==> src/rtl/i2c_pkg.sv <==
// Shared I2C constants: bit-phase positions, byte-stage state encoding and the
// SDA drive polarity used for the acknowledge bit.
package i2c_pkg;

    // Bit period is 8 clocks, tracked by a 3-bit wrapping phase counter.
    localparam int unsigned PHASE_W = 3;

    localparam logic [PHASE_W-1:0] PH_SCL_RISE = PHASE_W'(4);
    localparam logic [PHASE_W-1:0] PH_SAMPLE   = PHASE_W'(5);
    localparam logic [PHASE_W-1:0] PH_LAST     = PHASE_W'(7);

    typedef enum logic [1:0] {
        ST_IDLE = 2'd0,
        ST_READ = 2'd1,
        ST_ACK  = 2'd2,
        ST_TAIL = 2'd3
    } state_t;

    // Open-drain enable for the acknowledge slot: ACK pulls SDA low, NACK releases.
    localparam logic SDA_OE_ACK  = 1'b1;
    localparam logic SDA_OE_NACK = 1'b0;

endpackage

==> src/rtl/i2c_bit_timer.sv <==
// I2C bit timer: 8-clock bit period phase counter and registered SCL.
// Ports:
//   clock, reset_n    system clock, async active-low reset
//   i_run             1 = advance phase (bit in progress), 0 = park at phase 0
//   i_scl_idle        SCL level to drive for the next cycle when not running
//   o_scl             registered SCL drive (low in phases 0-3, high in 4-7)
//   o_sample_c        phase is the SDA sample point
//   o_last_phase_c    phase is the final phase of the bit
module i2c_bit_timer
    import i2c_pkg::*;
(
    input  logic clock,
    input  logic reset_n,
    input  logic i_run,
    input  logic i_scl_idle,
    output logic o_scl,
    output logic o_sample_c,
    output logic o_last_phase_c
);

    logic [PHASE_W-1:0] r_phase;
    logic [PHASE_W-1:0] w_phase_next;
    logic               r_scl;

    // Counter wraps 7 -> 0 naturally; stopping parks it at phase 0.
    always_comb begin
        w_phase_next = '0;
        if (i_run) begin
            w_phase_next = r_phase + PHASE_W'(1);
        end
    end

    // SCL is registered from the next phase so it lines up with r_phase.
    always_ff @(posedge clock or negedge reset_n) begin
        if (!reset_n) begin
            r_phase <= '0;
            r_scl   <= 1'b1;
        end else begin
            r_phase <= w_phase_next;
            r_scl   <= i_run ? (w_phase_next >= PH_SCL_RISE) : i_scl_idle;
        end
    end

    assign o_scl          = r_scl;
    assign o_sample_c     = (r_phase == PH_SAMPLE);
    assign o_last_phase_c = (r_phase == PH_LAST);

endmodule

==> src/rtl/i2c_master_read_byte.sv <==
// I2C master byte receive stage: clocks in DATA_WIDTH bits MSB-first, then
// drives ACK/NACK and pulses o_finish with the assembled byte on o_data_out.
// Ports:
//   clock, reset_n  system clock, async active-low reset
//   i_go            transfer request, held for the whole transfer
//   i_ack_en        1 = ACK after byte, 0 = NACK; captured when go is accepted
//   o_finish        one-cycle pulse when byte + ack bit are complete
//   o_data_out      received byte, held until the next completed byte
//   i_sda_in        sampled SDA line
//   o_sda_oe        1 = pull SDA low, 0 = release
//   o_scl           SCL drive value
module i2c_master_read_byte
    import i2c_pkg::*;
#(
    parameter int unsigned DATA_WIDTH = 8
) (
    input  logic                  clock,
    input  logic                  reset_n,
    input  logic                  i_go,
    input  logic                  i_ack_en,
    output logic                  o_finish,
    output logic [DATA_WIDTH-1:0] o_data_out,
    input  logic                  i_sda_in,
    output logic                  o_sda_oe,
    output logic                  o_scl
);

    localparam int unsigned BIT_CNT_W = (DATA_WIDTH > 1) ? $clog2(DATA_WIDTH) : 1;
    localparam logic [BIT_CNT_W-1:0] LAST_BIT = BIT_CNT_W'(DATA_WIDTH - 1);

    state_t                r_state;
    state_t                w_next_state;
    logic [BIT_CNT_W-1:0]  r_bit_cnt;
    logic [DATA_WIDTH-1:0] r_shift;
    logic [DATA_WIDTH-1:0] r_data_out;
    logic                  r_ack_en;
    logic                  r_bus_used;
    logic                  r_finish;
    logic                  r_sda_oe;

    logic w_accept;
    logic w_run;
    logic w_scl_idle;
    logic w_sda_oe_next;
    logic w_finish_next;
    logic w_sample;
    logic w_last;

    i2c_bit_timer u_bit_timer (
        .clock          (clock),
        .reset_n        (reset_n),
        .i_run          (w_run),
        .i_scl_idle     (w_scl_idle),
        .o_scl          (o_scl),
        .o_sample_c     (w_sample),
        .o_last_phase_c (w_last)
    );

    // Next-state and next-output decode.
    always_comb begin
        w_next_state  = r_state;
        w_accept      = 1'b0;
        w_run         = 1'b0;
        w_scl_idle    = 1'b0;
        w_sda_oe_next = 1'b0;
        w_finish_next = 1'b0;

        unique case (r_state)
            ST_IDLE: begin
                if (i_go && !r_finish) begin
                    w_next_state = ST_READ;
                    w_accept     = 1'b1;
                end
            end
            ST_READ: begin
                w_run = i_go;
                if (!i_go) begin
                    w_next_state = ST_IDLE;
                end else if (w_last && (r_bit_cnt == LAST_BIT)) begin
                    w_next_state = ST_ACK;
                end
            end
            ST_ACK: begin
                w_run = i_go;
                if (!i_go) begin
                    w_next_state = ST_IDLE;
                end else if (w_last) begin
                    w_next_state = ST_TAIL;
                end
            end
            ST_TAIL: begin
                w_next_state = ST_IDLE;
            end
            default: begin
                w_next_state = ST_IDLE;
            end
        endcase

        // SCL idles high only until this block has first taken the bus.
        w_scl_idle = (w_next_state == ST_IDLE) && !r_bus_used;

        // Ack level is held through TAIL so SDA is released only with SCL low.
        if ((w_next_state == ST_ACK) || (w_next_state == ST_TAIL)) begin
            w_sda_oe_next = r_ack_en ? SDA_OE_ACK : SDA_OE_NACK;
        end

        w_finish_next = (w_next_state == ST_TAIL);
    end

    // State register.
    always_ff @(posedge clock or negedge reset_n) begin
        if (!reset_n) begin
            r_state <= ST_IDLE;
        end else begin
            r_state <= w_next_state;
        end
    end

    // Datapath: shift register, bit counter, captured byte and output flops.
    always_ff @(posedge clock or negedge reset_n) begin
        if (!reset_n) begin
            r_bit_cnt  <= '0;
            r_shift    <= '0;
            r_data_out <= '0;
            r_ack_en   <= 1'b0;
            r_bus_used <= 1'b0;
            r_finish   <= 1'b0;
            r_sda_oe   <= 1'b0;
        end else begin
            r_finish <= w_finish_next;
            r_sda_oe <= w_sda_oe_next;

            if (w_accept) begin
                r_ack_en   <= i_ack_en;
                r_shift    <= '0;
                r_bit_cnt  <= '0;
                r_bus_used <= 1'b1;
            end

            if ((r_state == ST_READ) && w_sample) begin
                r_shift <= {r_shift[DATA_WIDTH-2:0], i_sda_in};
            end

            if ((r_state == ST_READ) && i_go && w_last && (r_bit_cnt != LAST_BIT)) begin
                r_bit_cnt <= r_bit_cnt + BIT_CNT_W'(1);
            end

            if ((r_state == ST_READ) && (w_next_state == ST_ACK)) begin
                r_data_out <= r_shift;
            end
        end
    end

    assign o_finish   = r_finish;
    assign o_data_out = r_data_out;
    assign o_sda_oe   = r_sda_oe;

endmodule

==> config.mk <==
export PLATFORM = sky130hd
export DESIGN_NAME = i2c_master_read_byte
export DESIGN_NICKNAME = d
export VERILOG_FILES = /design/src/rtl/i2c_pkg.sv /design/src/rtl/i2c_bit_timer.sv /design/src/rtl/i2c_master_read_byte.sv
export SDC_FILE = /design/constraint.sdc
export NUM_CORES = 1
export LEC_CHECK = 0
export CAP_MARGIN = 20
export CORE_ASPECT_RATIO = 0.6
export CORE_MARGIN = 2
export CORE_UTILIZATION = 50
export CTS_BUF_LIST = sky130_fd_sc_hd__clkbuf_4 sky130_fd_sc_hd__clkbuf_8
export DETAILED_ROUTE_END_ITERATION = 8
export GPL_ROUTABILITY_DRIVEN = 1
export PLACE_DENSITY = 0.76
export SLEW_MARGIN = 10
export SYNTH_ARGS = -nofsm -noshare
export SYNTH_HDL_FRONTEND = slang
export SYNTH_SLANG_ARGS = --single-unit
==> constraint.sdc <==
create_clock -name clock -period 2.3 [get_ports clock]
set_input_delay 0.69 -clock clock [delete_from_list [all_inputs] [get_ports clock]]
set_output_delay 0.69 -clock clock [all_outputs]
set_load 0.005 [all_outputs]
# Word level (Yosys, flattened, before mapping)
# Cells that the tools add are included.
# word_totals
regBits	29
in_bits	5
out_inout_bits	11
word_cells	55
# classes
addsub	2
magnitude_cmp	1
eq_ne	9
muxes	17
n_reduce_logical	16
# ops
cell	count
$mux 8	2
$mux 2	5
$eq 3x3->1 const B	3
$mux 3	3
$eq 2x2->1 const B	4
$logic_and 1x1->1	8
$pmux 2 s4	1
$add 3x1->3 const B	2
$mux 1	6
$logic_not 2->1	2
$reduce_bool 2->1	2
$ge 3x3->1 const B	1
$ne 3x3->1 const B	1
$eq 2x1->1 const B	1
$logic_not 1->1	2
$reduce_or 2->1	1
$logic_or 1x1->1	1

# Depth between registers and ports, before layout
# depth
depth_word	8
mapped_depth	6
mapped_depth_nobuf	6

# By module
# From an unflattened synthesis, not the netlist that was laid out.
# hier_totals
hier_cells	93
area_unflattened_um2	1295.0
# modules_own_cells
mod	n_inst	cells_per_inst	area_per_inst_um2	seq_area_each_um2
i2c_master_read_byte	1	80	1111.1	625.6
i2c_bit_timer	1	13	183.9	101.3

# Least setup slack after synthesis
# OpenSTA, ideal clock, no wires.
# synth_path
path_type	reg2reg
startpoint	register u_bit_timer.r_phase[0]
endpoint	register r_data_out[0] (netlist: o_data_out[0])
setup_time_ps	125
arrival_ps	2174
required_time_ps	2175
slack_ps	1
path_stages_with_launch	7
n_path_buf	0
period_less_slack_ps	2299
path_cell_list	dfrtp_1 ha_1 ha_1 nor2b_1 or3_4 a2111oi_4 mux2_2
# synth_between
elab_chain_len	7
word_cells_on_any_way	9
cone_classes	2 x eq/ne; 5 x mux; 2 x reduce/logical
# synth_lines
item	line	source
from (decl)	i2c_bit_timer.sv:21	logic [PHASE_W-1:0] r_phase;
from (signal assigned)	i2c_bit_timer.sv:39	r_phase <= w_phase_next;
$eq 3x3->1 *	i2c_bit_timer.sv:46	assign o_last_phase_c = (r_phase == PH_LAST);
$logic_and 1x1->1	i2c_master_read_byte.sv:79	end else if (w_last && (r_bit_cnt == LAST_BIT)) begin
$mux 2	i2c_master_read_byte.sv:79	
$mux 2	i2c_master_read_byte.sv:77	if (!i_go) begin
$pmux 2 s4 *	i2c_master_read_byte.sv:68	unique case (r_state)
$eq 2x2->1 *	i2c_master_read_byte.sv:148	if ((r_state == ST_READ) && (w_next_state == ST_ACK)) begin
$logic_and 1x1->1 *	i2c_master_read_byte.sv:148	
to (signal assigned)	i2c_master_read_byte.sv:149	r_data_out <= r_shift;
to (decl)	i2c_master_read_byte.sv:35	logic [DATA_WIDTH-1:0] r_data_out;
# Mark *: on every way between the ends. The rest lies on a longest branch, timed or not.
# A chain may end at the register's enable or synchronous reset.

# Final worst setup path
# layout_path
startpoint	input i_go
endpoint	register r_data_out[6] (netlist: o_data_out[6])
# layout_between
elab_chain_len	5
word_cells_on_any_way	7
cone_classes	1 x eq/ne; 4 x mux; 2 x reduce/logical
# layout_lines
item	line	source
from (decl)	i2c_master_read_byte.sv:19	input logic i_go,
$logic_and 1x1->1	i2c_master_read_byte.sv:70	if (i_go && !r_finish) begin
$mux 2	i2c_master_read_byte.sv:70	
$pmux 2 s4 *	i2c_master_read_byte.sv:68	
$eq 2x2->1 *	i2c_master_read_byte.sv:148	
$logic_and 1x1->1 *	i2c_master_read_byte.sv:148	
# Marks and branches as above.

==> reports/results.tsv <==
stage	metric	value	unit
run_status	status	finished, final reports clean	
synth	post-synth cell types	25	
grt	met1 track demand over resource	28.52	%
floorplanning	Die Ht	42.77	um
cts	Root Buffer	clkbuf_8	
drt	vias	837	
drt	drt first pass iters	4	
synth	dominant cells by area after synthesis	dfrtp_1 (56%), ha_1 (9.0%), mux2_2 (9.0%)	
drt	vias per cell	5.331	
timing	unrepaired setup endpoints after global routing	true	
timing	period utilization	98.00	%
floorplanning	DIE AREA	2934	um2
synth	count leader, synth	dfrtp_1	
worst_hold_path	hold path startpoint	r_bus_used$_DFFE_PN0P_	
floorplanning	row count	13	
cts	CTS tree	built	
drt	DRT iter0 DRCs	38	
worst_setup_path	worst setup path category	in -> reg	
synth	Seq/Total Area, Yosys	58.04	%
finish	Area growth, synth to finish	32.47	%
timing	endpoints failing hold	0	
place	# port buffers	15	
floorplanning	overall die width	68.61	um
worst_setup_path	Setup crit start	i_go	
finish	Net count, final	140	
worst_setup_path	critical path data arrival time	2.43	ns
synth	Yosys top cell by area	dfrtp_1	
worst_setup_path	Crit. End Element	flip-flop	
timing	final-report max-slew violation count	0	
synth	EDFF count, synth	0	
grt	GRT Residual Overflow	0	
finish	layout cell share with drive strength beyond 1	34.65	%
worst_setup_path	CP startpoint kind	input port	
cts	Worst-Skew Late Latency	0.28	ns
timing	fmax	0.4437	GHz
cts	Clock Path Buffers	2	
power	VDD IR max	0.0004866	V
synth	share of the synthesized area in the top cell type	55.94	%
synth	Post-Syn Instances	91	
cts	clock-pin slew on the worst setup and hold paths	0.07	ns
synth	Main synth FF type	dfrtp_1	
place	Placed Cells incl. Taps	148	
place	Placer Congestion	0.7747	
synth	Synth Area per Inst	13.76	um2
drt	Residual DRC	0	
finish	diodes inserted	0	
grt	Total Routing Usage GR	20.23	%
drt	Routed WL	2.487	mm
synth	synth warn	0	
worst_setup_path	WP data required	2.47	ns
grt	number of global-route vias before repair	830	
grt	GR met2 Demand/Resource	27.31	%
synth	Post-Syn Area	1252	um2
worst_setup_path	critical path peak fanout	8	
timing	Tmin final	2.254	ns
power	power per standard cell area	758.6	nW/um2
drt	remaining antenna violation count	0	
grt	global-route wire length before repair	4.077	mm
grt	layer with the highest usage	met1	
timing	Final WS setup	0.04605	ns
synth	Yosys reg bits	29	
synth	Post-synth top cells	dfrtp_1 (28), a22o_1 (10), mux2_2 (10), ha_1 (9), nor2_1 (5)	
timing	final setup vio count	0	
cts	TritonCTS Sinks	29	
timing	Clock Skew	0.006935	ns
synth	syn_nets	105	
timing	Worst slew margin	75.12	%
finish	post-route insts no fill	157	
place	pre-CTS setup slack	-0.4530	ns
floorplanning	initial core utilization	55.40	%
grt	antenna violations before repair	0	
cts	CTS Hold Bufs	0	
grt	M3 GR Usage	7.162	%
place	hpwl dp	1.722	mm
floorplanning	I/O pins	16	
cts	CTS buffer count	5	
drt	Avg WL per Cell	15.84	um
worst_hold_path	HP Class	reg -> reg	
floorplanning	core region area	2261	um2
synth	ys async rst share	100.0	%
job	max-cap violations	0	
timing	worst slew pin tran	0.3732	ns
worst_setup_path	critical register-to-register path startpoint	u_bit_timer.r_phase[0]$_DFF_PN0_	
cts	CTS HTree Levels	2	
grt	largest net degree at the start of global routing	30	
power	leakage power	0.7968	nW
cell type report:
cell class	count	area, um2
inverter	4	15.01
multi-input combinational	57	531.8
fill	147	601.8
clock buffer	5	68.82
timing repair buffer	29	261.5
tap	30	37.54
clock inverter	3	17.52
sequential	29	726.9
worst paths after layout:
path,to,slack [ns],cells after the start
max in group asynchronous,u_bit_timer.o_scl$_DFF_PN1_,1.19,2
worst min register to register,r_bus_used$_DFFE_PN0P_,0.47,1
worst max register to register,o_data_out[6]$_DFFE_PN0P_,0.05,7
worst min-delay path,r_bus_used$_DFFE_PN0P_,0.47,1
worst max-delay path,o_data_out[6]$_DFFE_PN0P_,0.05,6
min in group asynchronous,r_ack_en$_DFFE_PN0P_,0.80,2
layer usage:
metal / routed length [um] / vias to the layer above
met3: 91 / 4
met4: 34 / 0
met5: 0 / -
li1: - / 396
met2: 1106 / 16
met1: 1254 / 421
through the flow:
stage                     total power, mW  instance area [um2]  TNS [ns]  utilization, %  hold slack [ns]
after floorplan                    0.7115                 1252         0               -           0.3944
after global placement             0.8272                 1534    -3.076           67.85           0.4607
after detailed placement           0.8411                 1534    -3.585           67.85           0.4596
after CTS                           1.249                 1630         0           72.11           0.4749
after global routing                1.311                 1659   -0.1268           73.38           0.4927
final                               1.259                 1659         0           73.38           0.4726
report_power, final:
group	internal (mW)	switching [mW]	total (mW)
clock	0.208	0.198	0.406
combinational	0.148	0.158	0.305
sequential	0.534	0.0132	0.548
layout by cell type (no fill, tap or decap), types with 3 or more instances in the layout:
cell | netlist | routed
buf_4 | 0 | 12
a22o_1 | 10 | 10
and2_1 | 3 | 3
ha_1 | 9 | 6
clkdlybuf4s50_1 | 0 | 14
dfrtp_1 | 28 | 28
inv_1 | 4 | 4
mux2_2 | 10 | 7
clkbuf_8 | 0 | 5
ha_2 | 0 | 3
mux2_4 | 0 | 3
nor2_1 | 5 | 5
sequential cells by signal, summed over array words and instances, names as in the netlist:
register	flops
r_ack_en	1
o_sda_oe	1
o_finish	1
r_state	2
u_bit_timer.o_scl	1
u_bit_timer.r_phase	3
r_shift	8
r_bus_used	1
o_data_out	8
r_bit_cnt	3
kinds of logic (layout without fill, tap and decap cells):
logic type	after synthesis	in the layout	share of synthesized area, %
fa+ha+maj	9	9	8.991
mux	10	10	8.991
flops	29	29	58.04
simple gates	19	19	9.293
buf+inv	5	41	1.498
compound gates	19	19	13.19
critical path, stage by stage:
cell	delay, ns
dlygate4sd2_1	0.25
and3b_1	0.19
or3_4	0.38
a2111oi_4	0.38
buf_6	0.20
mux2_2	0.34
repair_timing:
action | 4_1_cts | 5_1_grt
pin swaps | 2 | 1
gates resized for setup | 4 | 7
buffers inserted | 0 | 1
setup endpoints to repair | 8 | 8
Note: power is estimated with default switching activity, not from simulation.
